$ cat config.mk
export PLATFORM = sky130hd
export DESIGN_NAME = uart_packet_decoder_flat
export DESIGN_NICKNAME = d
export VERILOG_FILES = /design/src/rtl/uart_packet_decoder_if.sv /design/src/rtl/uart_packet_decoder.sv /design/src/flat_wrapper.sv
export SDC_FILE = /design/constraint.sdc
export NUM_CORES = 1
export LEC_CHECK = 0
export CORE_ASPECT_RATIO = 0.9
export CORE_UTILIZATION = 59
export DETAILED_ROUTE_END_ITERATION = 10
export PLACE_DENSITY = 0.79
export SLEW_MARGIN = 20
export SYNTH_ARGS = -nofsm -noshare
export SYNTH_HDL_FRONTEND = slang
export SYNTH_SLANG_ARGS = --single-unit
export TNS_END_PERCENT = 30
$ cat constraint.sdc
create_clock -name clk -period 8.2 [get_ports clk]
set_input_delay 1.64 -clock clk [delete_from_list [all_inputs] [get_ports clk]]
set_output_delay 1.64 -clock clk [all_outputs]
set_load 0.01 [all_outputs]
$ cat src/rtl/uart_packet_decoder_if.sv
// Byte-stream input, packet handshake, buffer read port and telemetry counters
// between the UART receive stage, the packet decoder and the command logic.
interface uart_packet_decoder_if;
    localparam int unsigned DATA_W = 8;
    localparam int unsigned LEN_W  = 5;
    localparam int unsigned ADDR_W = 4;
    localparam int unsigned CNT_W  = 8;

    logic [DATA_W-1:0] rx_data;
    logic              rx_data_ready;
    logic              rx_endofpacket;
    logic              pkt_valid;
    logic              pkt_pending;
    logic [LEN_W-1:0]  pkt_len;
    logic              pkt_ack;
    logic [ADDR_W-1:0] rd_addr;
    logic [DATA_W-1:0] rd_data;
    logic [CNT_W-1:0]  chk_err_cnt;
    logic [CNT_W-1:0]  frame_err_cnt;
    logic [CNT_W-1:0]  overrun_cnt;

    // Byte source and packet consumer side
    modport master (
        output rx_data, rx_data_ready, rx_endofpacket, pkt_ack, rd_addr,
        input  pkt_valid, pkt_pending, pkt_len, rd_data,
        input  chk_err_cnt, frame_err_cnt, overrun_cnt
    );

    // Decoder side
    modport slave (
        input  rx_data, rx_data_ready, rx_endofpacket, pkt_ack, rd_addr,
        output pkt_valid, pkt_pending, pkt_len, rd_data,
        output chk_err_cnt, frame_err_cnt, overrun_cnt
    );
endinterface

$ cat src/rtl/uart_packet_decoder.sv
// Frames rover command packets (sync, length, payload, additive checksum) from
// the UART byte stream, holds the last accepted payload for the command logic
// and tallies framing/checksum/overrun errors in saturating counters.
module uart_packet_decoder #(
    parameter logic [7:0]  SYNC_BYTE = 8'hAA,
    parameter int unsigned MAX_LEN   = 16
) (
    input logic                  clk,
    input logic                  rst,
    uart_packet_decoder_if.slave bus
);
    localparam int unsigned DATA_W    = 8;
    localparam int unsigned LEN_W     = 5;
    localparam int unsigned ADDR_W    = 4;
    localparam int unsigned CNT_W     = 8;
    localparam int unsigned BUF_DEPTH = 16;
    localparam logic [CNT_W-1:0] CNT_MAX = '1;

    typedef enum logic [1:0] {
        IDLE,
        LEN,
        PAYLOAD,
        CHK
    } state_t;

    state_t             state;
    logic [DATA_W-1:0]  sum;
    logic [LEN_W-1:0]   len;
    logic [LEN_W-1:0]   idx;
    logic [DATA_W-1:0]  pktBuf [BUF_DEPTH];

    logic               pktValid;
    logic               pktPending;
    logic [LEN_W-1:0]   pktLen;
    logic [CNT_W-1:0]   chkErrCnt;
    logic [CNT_W-1:0]   frameErrCnt;
    logic [CNT_W-1:0]   overrunCnt;

    logic               lenOk;
    logic               lastPayload;
    logic               abortReq;
    logic [DATA_W-1:0]  chkSum;
    logic               chkPass;

    function automatic logic [CNT_W-1:0] satInc(input logic [CNT_W-1:0] v);
        return (v == CNT_MAX) ? v : v + CNT_W'(1);
    endfunction

    // Frame decode helpers for the byte currently on the bus
    assign lenOk       = (bus.rx_data != '0) && (32'(bus.rx_data) <= MAX_LEN);
    assign lastPayload = (idx == len - LEN_W'(1));
    assign abortReq    = bus.rx_endofpacket && !bus.rx_data_ready;
    assign chkSum      = sum + bus.rx_data;
    assign chkPass     = (chkSum == '0);

    // Framing state machine, payload buffer, handshake and error counters
    always_ff @(posedge clk or posedge rst) begin
        if (rst) begin
            state       <= IDLE;
            sum         <= '0;
            len         <= '0;
            idx         <= '0;
            pktValid    <= 1'b0;
            pktPending  <= 1'b0;
            pktLen      <= '0;
            chkErrCnt   <= '0;
            frameErrCnt <= '0;
            overrunCnt  <= '0;
            for (int i = 0; i < BUF_DEPTH; i++) begin
                pktBuf[i] <= '0;
            end
        end else begin
            pktValid <= 1'b0;

            // A commit only happens when pending was low, so it never races the ack
            if (bus.pkt_ack && pktPending) begin
                pktPending <= 1'b0;
            end

            case (state)
                IDLE: begin
                    if (bus.rx_data_ready && (bus.rx_data == SYNC_BYTE)) begin
                        state <= LEN;
                    end
                end

                LEN: begin
                    if (bus.rx_data_ready) begin
                        if (lenOk) begin
                            len   <= LEN_W'(bus.rx_data);
                            sum   <= bus.rx_data;
                            idx   <= '0;
                            state <= PAYLOAD;
                        end else begin
                            frameErrCnt <= satInc(frameErrCnt);
                            state       <= IDLE;
                        end
                    end else if (abortReq) begin
                        frameErrCnt <= satInc(frameErrCnt);
                        state       <= IDLE;
                    end
                end

                PAYLOAD: begin
                    if (bus.rx_data_ready) begin
                        sum <= chkSum;
                        // Held packet stays intact while the consumer owns it
                        if (!pktPending) begin
                            pktBuf[idx[ADDR_W-1:0]] <= bus.rx_data;
                        end
                        idx <= idx + LEN_W'(1);
                        if (lastPayload) begin
                            state <= CHK;
                        end
                    end else if (abortReq) begin
                        frameErrCnt <= satInc(frameErrCnt);
                        state       <= IDLE;
                    end
                end

                CHK: begin
                    if (bus.rx_data_ready) begin
                        if (chkPass) begin
                            if (!pktPending) begin
                                pktLen     <= len;
                                pktPending <= 1'b1;
                                pktValid   <= 1'b1;
                            end else begin
                                overrunCnt <= satInc(overrunCnt);
                            end
                        end else begin
                            chkErrCnt <= satInc(chkErrCnt);
                        end
                        state <= IDLE;
                    end else if (abortReq) begin
                        frameErrCnt <= satInc(frameErrCnt);
                        state       <= IDLE;
                    end
                end

                default: state <= IDLE;
            endcase
        end
    end

    // Registered outputs
    assign bus.pkt_valid     = pktValid;
    assign bus.pkt_pending   = pktPending;
    assign bus.pkt_len       = pktLen;
    assign bus.chk_err_cnt   = chkErrCnt;
    assign bus.frame_err_cnt = frameErrCnt;
    assign bus.overrun_cnt   = overrunCnt;

    // Combinational buffer read port
    assign bus.rd_data = (32'(bus.rd_addr) < MAX_LEN) ? pktBuf[bus.rd_addr] : '0;
endmodule

$ cat src/flat_wrapper.sv
// flat-port wrapper written by rule: the top's interface ports become plain ports
module uart_packet_decoder_flat 
#(
    parameter logic [7:0]  SYNC_BYTE = 8'hAA,
    parameter int unsigned MAX_LEN   = 16
)
  (clk, rst, bus_rx_data, bus_rx_data_ready, bus_rx_endofpacket, bus_pkt_ack, bus_rd_addr, bus_pkt_valid, bus_pkt_pending, bus_pkt_len, bus_rd_data, bus_chk_err_cnt, bus_frame_err_cnt, bus_overrun_cnt);
  uart_packet_decoder_if bus_i ();
  input logic clk;
  input logic rst;
  input wire logic [$bits(bus_i.rx_data)-1:0] bus_rx_data;
  input wire logic [$bits(bus_i.rx_data_ready)-1:0] bus_rx_data_ready;
  input wire logic [$bits(bus_i.rx_endofpacket)-1:0] bus_rx_endofpacket;
  input wire logic [$bits(bus_i.pkt_ack)-1:0] bus_pkt_ack;
  input wire logic [$bits(bus_i.rd_addr)-1:0] bus_rd_addr;
  output wire logic [$bits(bus_i.pkt_valid)-1:0] bus_pkt_valid;
  output wire logic [$bits(bus_i.pkt_pending)-1:0] bus_pkt_pending;
  output wire logic [$bits(bus_i.pkt_len)-1:0] bus_pkt_len;
  output wire logic [$bits(bus_i.rd_data)-1:0] bus_rd_data;
  output wire logic [$bits(bus_i.chk_err_cnt)-1:0] bus_chk_err_cnt;
  output wire logic [$bits(bus_i.frame_err_cnt)-1:0] bus_frame_err_cnt;
  output wire logic [$bits(bus_i.overrun_cnt)-1:0] bus_overrun_cnt;
  assign bus_i.rx_data = bus_rx_data;
  assign bus_i.rx_data_ready = bus_rx_data_ready;
  assign bus_i.rx_endofpacket = bus_rx_endofpacket;
  assign bus_i.pkt_ack = bus_pkt_ack;
  assign bus_i.rd_addr = bus_rd_addr;
  assign bus_pkt_valid = bus_i.pkt_valid;
  assign bus_pkt_pending = bus_i.pkt_pending;
  assign bus_pkt_len = bus_i.pkt_len;
  assign bus_rd_data = bus_i.rd_data;
  assign bus_chk_err_cnt = bus_i.chk_err_cnt;
  assign bus_frame_err_cnt = bus_i.frame_err_cnt;
  assign bus_overrun_cnt = bus_i.overrun_cnt;
  uart_packet_decoder #(.SYNC_BYTE(SYNC_BYTE), .MAX_LEN(MAX_LEN)) u_core (.clk(clk), .rst(rst), .bus(bus_i));
endmodule
### After elaboration in Yosys (flattened, before gate mapping)

Index checks and enable logic that the tools add are counted.

| storage, ports and cells | value |
|---|---|
| flip-flop bits (word level) | 179 |
| bits in latches | 0 |
| memory bits (writable) | 0 |
| memory bits (read-only) | 0 |
| input bits | 17 |
| output and inout bits | 39 |
| word-level logic and storage cells | 114 |
| memories | 0 |

| operators by class | value |
|---|---|
| add/sub/neg operators | 6 |
| $mul | 0 |
| divide/modulo/power cells | 0 |
| magnitude comparators | 4 |
| eq/ne operators | 15 |
| shift-type cells | 0 |
| muxes and demuxes | 37 |
| bitwise gates (word level) | 6 |
| reductions and logical operators | 20 |

Operators with widths:

| kind | count |
|---|---|
| bitwise mux 128 bit | 1 |
| 2-to-1 mux 8 bit | 11 |
| binary-select mux 8 bit (select 4 bit) | 1 |
| demux 8 bit (select 4 bit) | 1 |
| equality test 8 bit, second input constant | 4 |
| one-hot mux 8 bit (2 select lines) | 2 |
| adder 8 x 1 -> 8 bit, second input constant | 3 |
| 2-to-1 mux 5 bit | 3 |
| 2-to-1 mux 2 bit | 7 |
| AND reduction 4 bit | 3 |
| greater-or-equal comparator 5 bit, second input constant | 2 |
| inverter 4 -> 5 bit | 2 |
| one-hot mux 5 bit (2 select lines) | 1 |
| 2-to-1 mux 1 bit | 9 |
| AND reduction 3 bit | 3 |
| adder 8 bit | 1 |
| less-or-equal comparator 8 x 5 -> 1 bit, second input constant | 1 |
| zero test 8 bit | 1 |
| one-hot mux 2 bit (4 select lines) | 1 |
| nonzero test 8 bit | 1 |
| inequality test 2 bit, second input constant | 3 |
| adder 5 x 1 -> 5 bit, second input constant | 1 |
| equality test 5 bit | 1 |
| logical AND 1 bit | 5 |
| other kinds (14) | 20 |

### Longest topological paths before layout

| logic depth | value |
|---|---|
| depth after elaboration | 6 |
| gate-level depth with buffers | 10 |
| gate-level depth less buffers | 9 |

### Least setup slack after synthesis

Ideal clock, no wire load.

| timing | value |
|---|---|
| path kind | input port to output port |
| start point | in bus_rd_addr[0] |
| end point | out bus_rd_data[1] |
| data arrival time | 3449 ps |
| data required time | 6560 ps |
| slack | 3111 ps |
| stages on the path | 4 |
| buffers on the path | 2 |
| cell sequence | clkbuf_1 buf_1 mux4_2 mux4_2 |

| on the way | value |
|---|---|
| word-level cells in the longest chain between the ends | 4 |

Ends and longest elaborated chain:

| item | line | RTL |
|---|---|---|
| start, declared | flat_wrapper.sv:15 | `input wire logic [$bits(bus_i.rd_addr)-1:0] bus_rd_addr;` |
| inverter 4 -> 5 bit (not written as such) | uart_packet_decoder.sv:155 | `assign bus.rd_data = (32'(bus.rd_addr) < MAX_LEN) ? pktBuf[bus.rd_addr] : '0;` |
| binary-select mux 8 bit (select 4 bit) | uart_packet_decoder.sv:155 |  |
| 2-to-1 mux 8 bit (not written as such) (2 in series) | uart_packet_decoder.sv:155 |  |
| end, declared | flat_wrapper.sv:19 | `output wire logic [$bits(bus_i.rd_data)-1:0] bus_rd_data;` |

No other way between the ends. The select of a mux whose other input is x is not followed.

### Worst setup path in the final report

| timing | value |
|---|---|
| start point | in bus_rd_addr[1] |
| end point | out bus_rd_data[7] |

Same word-level chain as after synthesis.

==> results.sh <==
export IMPL_status="finished clean"
export IMPL_worstPathRequired_ns=6.56
export IMPL_clkSinkCount=179
export IMPL_rr_startpoint="u_core.sum[0]"
export IMPL_synth_edf_count=0
export IMPL_fmax_ghz=0.176
export IMPL_grt_pass1_vias=5825
export IMPL_layout_nets=739
export IMPL_hold_viol_final=0
export IMPL_syn_nets=702
export IMPL_placed_cells_incl_taps=880
export IMPL_antenna_left=0
export IMPL_netlist_instances=669
export IMPL_synth_distinct_cells=60
export IMPL_synth_area_um2=8720
export IMPL_vias_per_cell=6.23
export IMPL_core_area_um2=14200
export IMPL_clk_latency_ns=0.43
export IMPL_crit_cells=5
export IMPL_period_needed_ns=5.68
export IMPL_period_share_pct=69.3
export IMPL_grt_ovfl_total=0
export IMPL_r2r_slack_ns=5.26
export IMPL_powerDensity_nw_per_um2=187
export IMPL_endpoint_kind="primary output"
export IMPL_ys_seq_area_share_pct=51.3
export IMPL_cp_slowest_cell="mux4_2"
export IMPL_grt_pass1_wl_um=31100
export IMPL_synth_commonest_cells="179 x dfrtp_1, 123 x mux2_2, 67 x nand2_1"
export IMPL_fillers=956
export IMPL_critPathArrivalTime_ns=4.04
export IMPL_cts_setup_buffers=0
export IMPL_diodes=0
export IMPL_ys_flop_type="dfrtp_1"
export IMPL_route_detailed_drc=0
export IMPL_worstMarginPinSlew_ns=0.866
export IMPL_cts_path_max_buffers=2
export IMPL_syn_area_per_cell_um2=13.0
export IMPL_layout_drive_gt1_share_pct=29.0
export IMPL_rows=41
export IMPL_routed_wirelength_um=19100
export IMPL_drt_pre_antenna_iters=5
export IMPL_finClkSkew_ns=0.00830
export IMPL_synth_seq_cells=179
export IMPL_r2r_end="u_core.bus.pkt_len[0]"
export IMPL_grt_usage_pct=27.3
export IMPL_die_h_um=117
export IMPL_antenna_found_initial=0
export IMPL_rsz0062_at_grt="no"
export IMPL_cts_inserted_buffers=17
export IMPL_finalPower_mw=1.86
export IMPL_crit_path_cell_trace="clkdlybuf4s50_1 > buf_4 > mux4_2 > mux4_2 > clkdlybuf4s50_1"
export IMPL_finalSetupViolCount=0
export IMPL_cp_endpoint="bus_rd_data[7]"
export IMPL_crit_fanout=32
export IMPL_min_path_type="reg2reg"
export IMPL_seq_area_um2=4480
export IMPL_hold_ws_ns=0.484
export IMPL_die_area_um2=15300
export IMPL_multi_input_area_um2=4030
export IMPL_port_buffers=55
export IMPL_max_cap_violations=0
export IMPL_max_stage_delay_ns=0.58
export IMPL_area_growth_pct=14.1
export IMPL_p_leak_nw=4.67
export IMPL_tns_ns=0
export IMPL_async_reset_ff_share_pct=100
export IMPL_ctsHoldBuffers=0
export IMPL_yosys_area_top_type_share_pct=51.3
export IMPL_grt_max_degree=96
export IMPL_gp_congestion=0.875
export IMPL_die_x_um=130
export IMPL_synth_largest_area_cell="dfrtp_1"
export IMPL_start_kind="input pin"
export IMPL_synth_top_cells_by_area="dfrtp_1 51%, mux2_2 16%, mux4_2 10%"
export IMPL_initial_core_util_pct=61.4
export IMPL_stdcell_count=910
export IMPL_path_clk_slew_ns=0.06
export IMPL_ff2ff_path_depth=8
export IMPL_yosysMostFrequentCell="dfrtp_1"
export IMPL_cts_htree_levels=4
export IMPL_drt_initial_drc_count=480
export IMPL_cp_top_family="buffers and inverters"
export IMPL_wl_per_cell_um=21.0
export IMPL_cts_resized=0
export IMPL_post_dp_hpwl_um=12400
export IMPL_crit_start="bus_rd_addr[1]"
export IMPL_path_class="in2out"
export IMPL_ys_warn_count=0
export IMPL_cts_tree="done"
export IMPL_relSlewSlack_pct=42.1
export IMPL_boundaryPins=56
export IMPL_maxSlewViolCount=0
export IMPL_vdd_drop_max_uv=149
export IMPL_cts_root_buf="clkbuf_16"
export IMPL_num_vias=5666
export IMPL_cp_num_buf_inv=3
## layer usage
metal / routed length (um) / share of wire (%) / GRT usage [%] / vias to the layer above
li1: - / - / - / 2522
met1: 8400 / 44 / 38.5 / 2961
met2: 9230 / 48 / 41.8 / 153
met3: 1070 / 5.6 / 6.89 / 30
met4: 367 / 1.9 / 7.92 / 0
met5: 0 / 0 / 0 / -
## how the worst min path moves through the flow
| stage | start | endpoint | slack [ns] | depth (start not counted) |
|---|---|---|---|---|
| after floorplan | u_core.pktBuf[105] | u_core.pktBuf[105] | 0.44 | 2 |
| after global placement | u_core.pktBuf[65] | u_core.pktBuf[65] | 0.46 | 2 |
| after detailed placement | u_core.pktBuf[25] | u_core.pktBuf[25] | 0.47 | 2 |
| after CTS | u_core.pktBuf[25] | u_core.pktBuf[25] | 0.49 | 2 |
| after global routing | u_core.pktBuf[49] | u_core.pktBuf[49] | 0.51 | 2 |
| final | u_core.pktBuf[25] | u_core.pktBuf[25] | 0.48 | 2 |
## sequential cells by signal, summed over array words and instances, names as in the netlist
signal,flops
u_core.bus.pkt_len,5
u_core.idx,5
u_core.bus.pkt_pending,1
u_core.bus.chk_err_cnt,8
u_core.bus.pkt_valid,1
u_core.bus.overrun_cnt,8
u_core.bus.frame_err_cnt,8
u_core.state,2
u_core.sum,8
u_core.pktBuf,128
u_core.len,5
## power by group
| group | internal (mW) | switching, mW | leakage (nW) | total [mW] |
|---|---|---|---|---|
| Clock | 0.446 | 0.340 | 0.261 | 0.786 |
| Sequential | 0.900 | 0.0184 | 2.48 | 0.918 |
| Combinational | 0.0636 | 0.0897 | 1.93 | 0.153 |
## worst min-delay path, delay by kind of cell, from the launching register on
kind | cells | cell delay [ns]
flip-flops | 1 | 0.34
AO/OA/AOI/OAI | 1 | 0.06
AND/OR/NAND/NOR | 1 | 0.04
## cells by family after synthesis
kind of cell / share of synthesized area, %
flops: 51.3
mux: 26.5
simple gates: 8.20
compound gates: 6.22
buf+inv: 2.47
xor+xnor: 2.90
fa+ha+maj: 2.38
## cell type report
cell class	count	share of cell area [%]
clock buffers	18	4.31
clock inverters	12	1.35
inverters	17	0.691
multi-input cells	434	40.5
flip-flops and latches	179	45.0
well taps	193	2.43
repair buffers	57	5.70
## layout by cell type (no fill, tap or decap), types with 4 or more instances in the layout
master,count
a21oi_1,11
and3_1,7
clkbuf_16,17
clkdlybuf4s50_1,54
clkinvlp_4,5
dfrtp_1,179
ha_1,15
inv_1,16
mux2_2,123
mux4_2,40
nand2_1,67
nand2b_1,4
nand3_1,16
nand4_1,9
nor2_1,14
nor2b_1,6
nor3_1,7
o21ai_0,31
or3_1,4
xnor2_1,10
xor2_1,17
## metrics by stage
step | cell area (um^2) | util (%) | setup slack (ns)
final | 9950 | 70.0 | 2.52
after global routing | 9950 | 70.0 | 2.45
after CTS | 9940 | 70.0 | 2.42
after detailed placement | 9380 | 66.0 | 2.42
after global placement | 9380 | 66.0 | 2.49
after floorplan | 8720 | - | 1.70
Power figures use the tool's default switching activity.
